File: src/rtl/mc_ctrl_fsm_pkg.sv
// Shared encodings for the multi-cycle MIPS control FSM: states, instruction classes, control bundle.
package mc_ctrl_fsm_pkg;

  localparam int unsigned STATE_W  = 3;
  localparam int unsigned ICLASS_W = 3;

  localparam logic [STATE_W-1:0] S_RST  = 3'd0;
  localparam logic [STATE_W-1:0] S_IF   = 3'd1;
  localparam logic [STATE_W-1:0] S_ID   = 3'd2;
  localparam logic [STATE_W-1:0] S_EX   = 3'd3;
  localparam logic [STATE_W-1:0] S_MEM  = 3'd4;
  localparam logic [STATE_W-1:0] S_WB   = 3'd5;
  localparam logic [STATE_W-1:0] S_MDW  = 3'd6;
  localparam logic [STATE_W-1:0] S_TRAP = 3'd7;

  localparam logic [ICLASS_W-1:0] IC_ALU_R  = 3'd0;
  localparam logic [ICLASS_W-1:0] IC_ALU_I  = 3'd1;
  localparam logic [ICLASS_W-1:0] IC_LOAD   = 3'd2;
  localparam logic [ICLASS_W-1:0] IC_STORE  = 3'd3;
  localparam logic [ICLASS_W-1:0] IC_BRANCH = 3'd4;
  localparam logic [ICLASS_W-1:0] IC_JUMP   = 3'd5;
  localparam logic [ICLASS_W-1:0] IC_MULDIV = 3'd6;
  localparam logic [ICLASS_W-1:0] IC_OTHER  = 3'd7;

  // Datapath control bundle driven by the sequencer each cycle
  typedef struct packed {
    logic pc_we;
    logic ir_we;
    logic mem_req;
    logic mem_we;
    logic addr_sel;
    logic reg_we;
    logic reg_dst_sel;
    logic wb_sel;
    logic md_start;
  } ctrl_t;

endpackage

File: src/rtl/mc_wait_timer.sv
// Consecutive wait-cycle counter; expired flags the last allowed non-ack cycle of a memory wait.
module mc_wait_timer #(
  parameter int unsigned LIMIT = 255
) (
  input  logic clk,
  input  logic rst_n,
  input  logic clear,
  input  logic count,
  output logic expired
);

  localparam int unsigned CNT_W = (LIMIT < 1) ? 1 : $clog2(LIMIT + 1);

  logic [CNT_W-1:0] cnt;

  // Holds once expired so the count never wraps while the FSM leaves the wait state
  always_ff @(posedge clk or negedge rst_n) begin
    if (!rst_n) begin
      cnt <= '0;
    end else if (clear) begin
      cnt <= '0;
    end else if (count && !expired) begin
      cnt <= cnt + CNT_W'(1);
    end
  end

  assign expired = (cnt == CNT_W'(LIMIT - 1));

endmodule

File: src/rtl/mc_ctrl_fsm.sv
// Multi-cycle fetch/decode/execute/memory/writeback sequencer for the MIPS core.
// Optional memory-wait timeout trap enabled by defining MC_CTRL_TIMEOUT_EN.
module mc_ctrl_fsm
  import mc_ctrl_fsm_pkg::*;
#(
  parameter int unsigned RETIRE_W       = 32,
  parameter int unsigned TIMEOUT_CYCLES = 255
) (
  input  logic                clk,
  input  logic                rst_n,
  input  logic [2:0]          iclass,
  input  logic                mem_ack,
  input  logic                md_done,
  input  logic                branch_taken,
  output logic                oPcWe,
  output logic                oIrWe,
  output logic                oMemReq,
  output logic                oMemWe,
  output logic                oAddrSel,
  output logic                oRegWe,
  output logic                oRegDstSel,
  output logic                oWbSel,
  output logic                oMdStart,
  output logic [2:0]          oState,
  output logic [RETIRE_W-1:0] oRetired,
  output logic                oTimeout
);

  logic [STATE_W-1:0]  state;
  logic [STATE_W-1:0]  state_next;
  logic [ICLASS_W-1:0] cls;
  logic                retire;
  logic                wait_expired;
  ctrl_t               ctrl;

  // State, latched instruction class and retire counter
  always_ff @(posedge clk or negedge rst_n) begin
    if (!rst_n) begin
      state    <= S_RST;
      cls      <= IC_ALU_R;
      oRetired <= '0;
    end else begin
      state <= state_next;
      if (state == S_ID) begin
        cls <= iclass;
      end
      if (retire) begin
        oRetired <= oRetired + RETIRE_W'(1);
      end
    end
  end

  // Next state and control outputs; controls are Mealy on mem_ack / branch_taken where required
  always_comb begin
    state_next = state;
    ctrl       = '0;
    retire     = 1'b0;

    case (state)
      S_RST: state_next = S_IF;

      S_IF: begin
        ctrl.mem_req = 1'b1;
        if (mem_ack) begin
          ctrl.ir_we = 1'b1;
          ctrl.pc_we = 1'b1;
          state_next = S_ID;
        end else if (wait_expired) begin
          state_next = S_TRAP;
        end
      end

      S_ID: state_next = S_EX;

      S_EX: begin
        case (cls)
          IC_ALU_R, IC_ALU_I: state_next = S_WB;
          IC_LOAD, IC_STORE:  state_next = S_MEM;
          IC_BRANCH: begin
            ctrl.pc_we = branch_taken;
            state_next = S_IF;
          end
          IC_JUMP: begin
            ctrl.pc_we = 1'b1;
            state_next = S_IF;
          end
          IC_MULDIV: begin
            ctrl.md_start = 1'b1;
            state_next    = S_MDW;
          end
          default: state_next = S_IF;
        endcase
      end

      S_MEM: begin
        ctrl.mem_req  = 1'b1;
        ctrl.addr_sel = 1'b1;
        ctrl.mem_we   = (cls == IC_STORE);
        if (mem_ack) begin
          state_next = (cls == IC_STORE) ? S_IF : S_WB;
        end else if (wait_expired) begin
          state_next = S_TRAP;
        end
      end

      S_WB: begin
        ctrl.reg_we      = 1'b1;
        ctrl.reg_dst_sel = (cls == IC_ALU_R);
        ctrl.wb_sel      = (cls == IC_LOAD);
        state_next       = S_IF;
      end

      S_MDW: begin
        if (md_done) begin
          state_next = S_IF;
        end
      end

      S_TRAP: state_next = S_TRAP;

      default: state_next = S_RST;
    endcase

    // An instruction retires whenever control returns to fetch from a completing state
    retire = (state_next == S_IF) &&
             ((state == S_EX) || (state == S_MEM) || (state == S_WB) || (state == S_MDW));
  end

`ifdef MC_CTRL_TIMEOUT_EN
  logic wait_clear;
  logic wait_count;

  assign wait_clear = (state_next != state);
  assign wait_count = ((state == S_IF) || (state == S_MEM)) && !mem_ack;

  mc_wait_timer #(
    .LIMIT (TIMEOUT_CYCLES)
  ) u_wait_timer (
    .clk     (clk),
    .rst_n   (rst_n),
    .clear   (wait_clear),
    .count   (wait_count),
    .expired (wait_expired)
  );

  assign oTimeout = (state == S_TRAP);
`else
  logic unused_timeout_cfg;

  assign unused_timeout_cfg = (TIMEOUT_CYCLES == 0);
  assign wait_expired       = 1'b0;
  assign oTimeout           = 1'b0;
`endif

  assign oPcWe      = ctrl.pc_we;
  assign oIrWe      = ctrl.ir_we;
  assign oMemReq    = ctrl.mem_req;
  assign oMemWe     = ctrl.mem_we;
  assign oAddrSel   = ctrl.addr_sel;
  assign oRegWe     = ctrl.reg_we;
  assign oRegDstSel = ctrl.reg_dst_sel;
  assign oWbSel     = ctrl.wb_sel;
  assign oMdStart   = ctrl.md_start;
  assign oState     = state;

endmodule

File: config.mk
export PLATFORM = sky130hd
export DESIGN_NAME = mc_ctrl_fsm
export DESIGN_NICKNAME = d
export VERILOG_FILES = /design/src/rtl/mc_ctrl_fsm_pkg.sv /design/src/rtl/mc_wait_timer.sv /design/src/rtl/mc_ctrl_fsm.sv
export SDC_FILE = /design/constraint.sdc
export NUM_CORES = 1
export LEC_CHECK = 0
export BUFFER_PORTS_ARGS = -buffer_cell sky130_fd_sc_hd__buf_2
export CAP_MARGIN = 20
export CORE_MARGIN = 1.5
export CORE_UTILIZATION = 50
export CTS_CLUSTER_SIZE = 14
export DETAILED_ROUTE_END_ITERATION = 16
export GPL_TIMING_DRIVEN = 0
export PLACE_DENSITY = 0.76
export SYNTH_ARGS = -nofsm -noshare
export SYNTH_HDL_FRONTEND = slang
export SYNTH_HIERARCHICAL = 1
export SYNTH_SLANG_ARGS = --single-unit
File: constraint.sdc
create_clock -name clk -period 2 [get_ports clk]
set_input_delay 0.2 -clock clk [delete_from_list [all_inputs] [get_ports clk]]
set_output_delay 0.2 -clock clk [all_outputs]
set_load 0.02 [all_outputs]
# Word level (Yosys, flattened, before mapping)
# Index checks and enable logic that the tools add are counted.
# W data, S select, Z words.
word_totals:
  rom_bits: 0
  latch_bits: 0
  wordCells: 43
  ram_bits: 0
  ff_bits: 38
  n_memories: 0
classes:
  reduce_logical: 10
  mux: 15
  order_cmp: 0
  eq_ne: 14
  div: 0
  shifts: 0
  bitwise_logic: 0
  add_sub_neg: 1
  multipliers: 0
op_table:
  columns: ["cell", "n"]
  rows:
  - ["$add A32 B1 Y32 const B", 1]
  - ["$eq A3 B3 Y1 const B", 7]
  - ["$pmux W3 S7", 1]
  - ["$mux W3", 5]
  - ["$eq A3 B2 Y1 const B", 4]
  - ["$eq A3 B1 Y1 const B", 3]
  - ["$pmux W3 S3", 1]
  - ["$reduce_or A2 Y1", 4]
  - ["$logic_not A3 Y1", 2]
  - ["$mux W1", 4]
  - ["$mux W2", 2]
  - ["$pmux W1 S2", 2]
  - ["$logic_or A1 B1 Y1", 3]
  - ["$logic_and A1 B1 Y1", 1]

# Logic depth before layout (Yosys ltp)
depth:
  ltp_word: 6
  depth_mapped: 7

# Worst setup path after synthesis
# No wires, ideal clock.
synth_path:
  path_kind: "reg-to-reg"
  from: "reg state[0], in the netlist oState[0]"
  to: "reg oRetired[6]"
  stages_incl_launch_ff: 7
  period_less_slack_ps: 1830
  path_slack_ps: 170
  arrival_ps: 1699
  path_cell_list: "dfrtp_1 > buf_6 > nand4b_1 > nor3_1 > nor2_2 > or3_1 > xnor2_1"
synth_between:
  elab_chain_cells: 5
  word_cells_on_any_way: 18
synth_lines:
  columns: ["element", "line_no", "source"]
  rows:
  - ["start, declared", "mc_ctrl_fsm.sv:29", "logic [STATE_W-1:0] state;"]
  - ["start signal, assigned", "mc_ctrl_fsm.sv:43", "state <= state_next;"]
  - ["$eq A3 B3 Y1 (tied with other cells)", "mc_ctrl_fsm.sv:59, mc_ctrl_fsm.sv:126", null]
  - ["$reduce_or A2 Y1 (no source line) or $logic_or A1 B1 Y1 (tied branches)", null, null]
  - ["$pmux W3 S7 or $logic_or A1 B1 Y1 (tied branches)", "mc_ctrl_fsm.sv:59, mc_ctrl_fsm.sv:126", null]
  - ["$eq A3 B1 Y1 or $logic_or A1 B1 Y1 (tied branches)", "mc_ctrl_fsm.sv:125, mc_ctrl_fsm.sv:126", null]
  - ["$logic_and A1 B1 Y1 *", "mc_ctrl_fsm.sv:125", "retire = (state_next == S_IF) &&"]
  - ["end signal, assigned", "mc_ctrl_fsm.sv:48", "oRetired <= oRetired + RETIRE_W'(1);"]
  - ["end, declared", "mc_ctrl_fsm.sv:25", "output logic [RETIRE_W-1:0] oRetired,"]
# Every way passes the cells marked *; elsewhere a longest branch is shown, timed or not.
# A chain may end at the register's enable or synchronous reset.

# Final worst setup path
layout_path:
  from: "reg state[0], in the netlist oState[0]"
  to: "out oPcWe"
layout_between:
  elab_chain_cells: 2
  word_cells_on_any_way: 3
layout_lines:
  columns: ["element", "line_no", "source"]
  rows:
  - ["$eq A3 B2 Y1 or $eq A3 B1 Y1 (tied branches)", "mc_ctrl_fsm.sv:59", "case (state)"]
  - ["$pmux W1 S2 *", "mc_ctrl_fsm.sv:59", null]
  - ["end, declared", "mc_ctrl_fsm.sv:15", "output logic oPcWe,"]
# Marked as above.

==> results.yml <==
routing:
  drc_errors: 0
  route.vias.total: 1550
  wire_per_inst_um: 13.7
  vias_per_cell: 5.24
  dr.pass1.iters: 4
  drt_wl_total_um: 4060
  ant_nets: 0
  drt_iter0_markers: 123
cts:
  htreeDepth: 2
  holdBufCountCts: 0
  cts_root_buffer: "clkbuf_8"
  path_clk_slew_ns: 0.07
  cts_tree: "done"
  cts_sinks: 38
  clockBufferDepth: 2
  clk_latency_ns: 0.29
  cts_made_buffers: 5
placement:
  placed_area_sq_um: 2310
  pre_cts_ws_ns: 0.0389
  hpwl_um: 2910
  io_buffers: 51
  gp_congestion: 0.782
synth:
  netlist_instances: 185
  synth_seq_cells: 38
  synthesis.area_sq_um: 1990
  synth_edf_count: 0
  yosys_most_used_dff: "dfrtp_1"
  synth-async-reset-ratio: 1.00
  syn_avg_cell_area_sq_um: 10.8
  seq_area_frac_synth: 0.477
  yosys.cell_types.count: 44
  yosysWarningCount: 6
  syn_nets: 194
sta:
  worst_slack_ns: 0.0810
  clock.fmax_mhz: 521
  maxSlewViolCount: 0
  slew_headroom: 0.462
  layout_worst_path_cycle_share: 0.960
  fin_crit_ns: 1.92
  worst_pin_slew_ns: 0.807
  finalSetupViolCount: 0
  finalHoldViolations: 0
  skew_ns: 0.00605
power:
  ir_drop_v: 0.000510
  powerDensity_nw_per_um2: 1040
  total_power_uw: 2560
  leakagePower_uw: 0.00119
setup_path:
  r2r_cells: 6
  endpoint: "oPcWe"
  r2r_start: "oRetired[0]$_DFFE_PN0P_"
  worstSetupEndpointType: "output port"
  regToRegSetupSlack_ns: 0.15
  worstReg2RegEnd: "oRetired[6]$_DFFE_PN0P_"
  crit_start: "oState[0]$_DFF_PN0_"
  critPathRequiredTime_ns: 1.80
  critPathKind: "reg -> out"
  cp_data_arrival_time_ns: 1.72
  cp_max_fo: 10
  startpoint_type: "flip-flop"
floorplan:
  die_w_um: 66.1
  die_h_um: 66.1
  initial_core_util: 0.532
  num_rows: 22
  dieArea_sq_um: 4370
  design.core.area_sq_um: 3740
  ios: 53
status:
  status: "completed"
cells_and_area:
  multi_input_area_sq_um: 988
  finish.instance_area_sq_um: 2460
  fin_nets: 256
  seqCellArea_sq_um: 952
  syn2layout_area_growth_pct: 23.4
  fill_cells: 319
  drive_above_1_share: 0.375
  antenna_cells: 0
  postLayoutCoreUtil: 0.657
global_route:
  grt_max_degree: 39
  gr-usage-all-layers: 0.200
  grt_pass1_vias: 1316
  grt-ovfl-total: 0
  antenna_found_initial: 0
  grt_pass1_wl_um: 6600
job:
  drv_cap: 0
worst_hold_path:
  hp-class: "in -> async"
area by class of cell:
type                    instances  share of cell area
clock inverters                 1             0.00203
clock buffers                   7              0.0351
multi-input cells             133               0.402
flip-flops and latches         38               0.387
well taps                      48              0.0244
inverters                      10              0.0168
repair buffers                 55               0.116
plain buffers                   4              0.0168
where the power goes:
part,switching (uW),total (uW),leakage [uW],internal [uW]
Sequential,201,1080,0.000468,881
Clock,258,536,0.0000482,278
Combinational,537,942,0.000675,405
synthesized netlist by cell type (2+ instances only):
library cell | n | share of area
nor3_1 | 14 | 0.035
or3_1 | 2 | 0.0063
nand2b_1 | 3 | 0.0094
dfrtp_1 | 38 | 0.48
nor3_2 | 5 | 0.025
nand3b_1 | 2 | 0.0075
nand2_1 | 11 | 0.021
and3_1 | 2 | 0.0063
or2_2 | 2 | 0.0063
inv_1 | 9 | 0.017
nor3b_1 | 3 | 0.011
nor2_2 | 2 | 0.0063
xnor2_1 | 16 | 0.070
nand4_1 | 5 | 0.016
nor2_1 | 9 | 0.017
buf_6 | 3 | 0.017
nor4_1 | 4 | 0.013
mux2_2 | 4 | 0.023
xor2_1 | 15 | 0.066
o21ai_0 | 5 | 0.013
nand3_1 | 8 | 0.020
kinds of logic (layout without fill, tap and decap cells):
family | count (synthesis) | count (layout) | synth area share
mux | 4 | 4 | 0.0226
buf+inv | 14 | 77 | 0.0395
compound gates | 15 | 15 | 0.0716
simple gates | 81 | 81 | 0.245
flops | 38 | 38 | 0.477
other cells | 1 | 1 | 0.00188
fa+ha+maj | 1 | 1 | 0.00628
xor+xnor | 31 | 31 | 0.136
worst max-delay path, stage by stage, from the launching register on:
cell      delay [ns]
dfrtp_1         0.41
buf_6           0.15
nand4b_1        0.24
buf_4           0.23
o31ai_1         0.21
buf_2           0.20
repair_timing:
item,4_1_cts,5_1_grt
buffers inserted,0,4
setup endpoints to repair,0,19
resized for setup,0,7
through the flow:
step,hold WS (ns),TNS (ns),std cells
3_3_place_gp,0.341,0,284
3_5_place_dp,0.336,0,284
4_1_cts,0.0245,0,292
5_1_grt,0.0698,-0.0735,296
6_report,0.00232,0,296
2_1_floorplan,-0.0956,0,185
state kept, by name, summed over array words and instances (netlist names):
register	flops
oState	3
oRetired	32
cls	3
cell usage in the layout, fill, tap and decap left out, types with 2 or more instances in the layout:
cell,n
nand4_1,5
nor4_1,4
nor2_1,9
or3_1,2
dfrtp_1,37
buf_4,5
nor3_1,12
xor2_1,15
and3_1,2
nor3b_1,2
xnor2_1,16
buf_2,51
buf_6,3
clkbuf_8,6
o21ai_0,5
or2_2,2
nand2b_1,3
nand3_1,7
nand2_1,11
mux2_2,4
nand3b_1,2
nor3_2,7
inv_1,9
how the worst min path moves through the flow:
stage / end / cells past startpoint / slack, ns / from
after floorplan: cls[0]$_DFFE_PN0P_ / 0 / -0.1 / rst_n
after global placement: oRetired[26]$_DFFE_PN0P_ / 1 / 0.34 / rst_n
after detailed placement: oRetired[25]$_DFFE_PN0P_ / 1 / 0.34 / rst_n
after CTS: oRetired[1]$_DFFE_PN0P_ / 1 / 0.02 / rst_n
after global routing: oRetired[3]$_DFFE_PN0P_ / 1 / 0.07 / rst_n
final: oRetired[25]$_DFFE_PN0P_ / 1 / 0.002 / rst_n
metal layers:
| layer | GRT usage | wire [um] |
|---|---|---|
| met2 | 0.303 | 1890 |
| met1 | 0.289 | 1900 |
| met5 | 0 | 0 |
| met4 | 0.0689 | 60 |
| met3 | 0.0358 | 210 |
(Power assumes the default switching activity.)
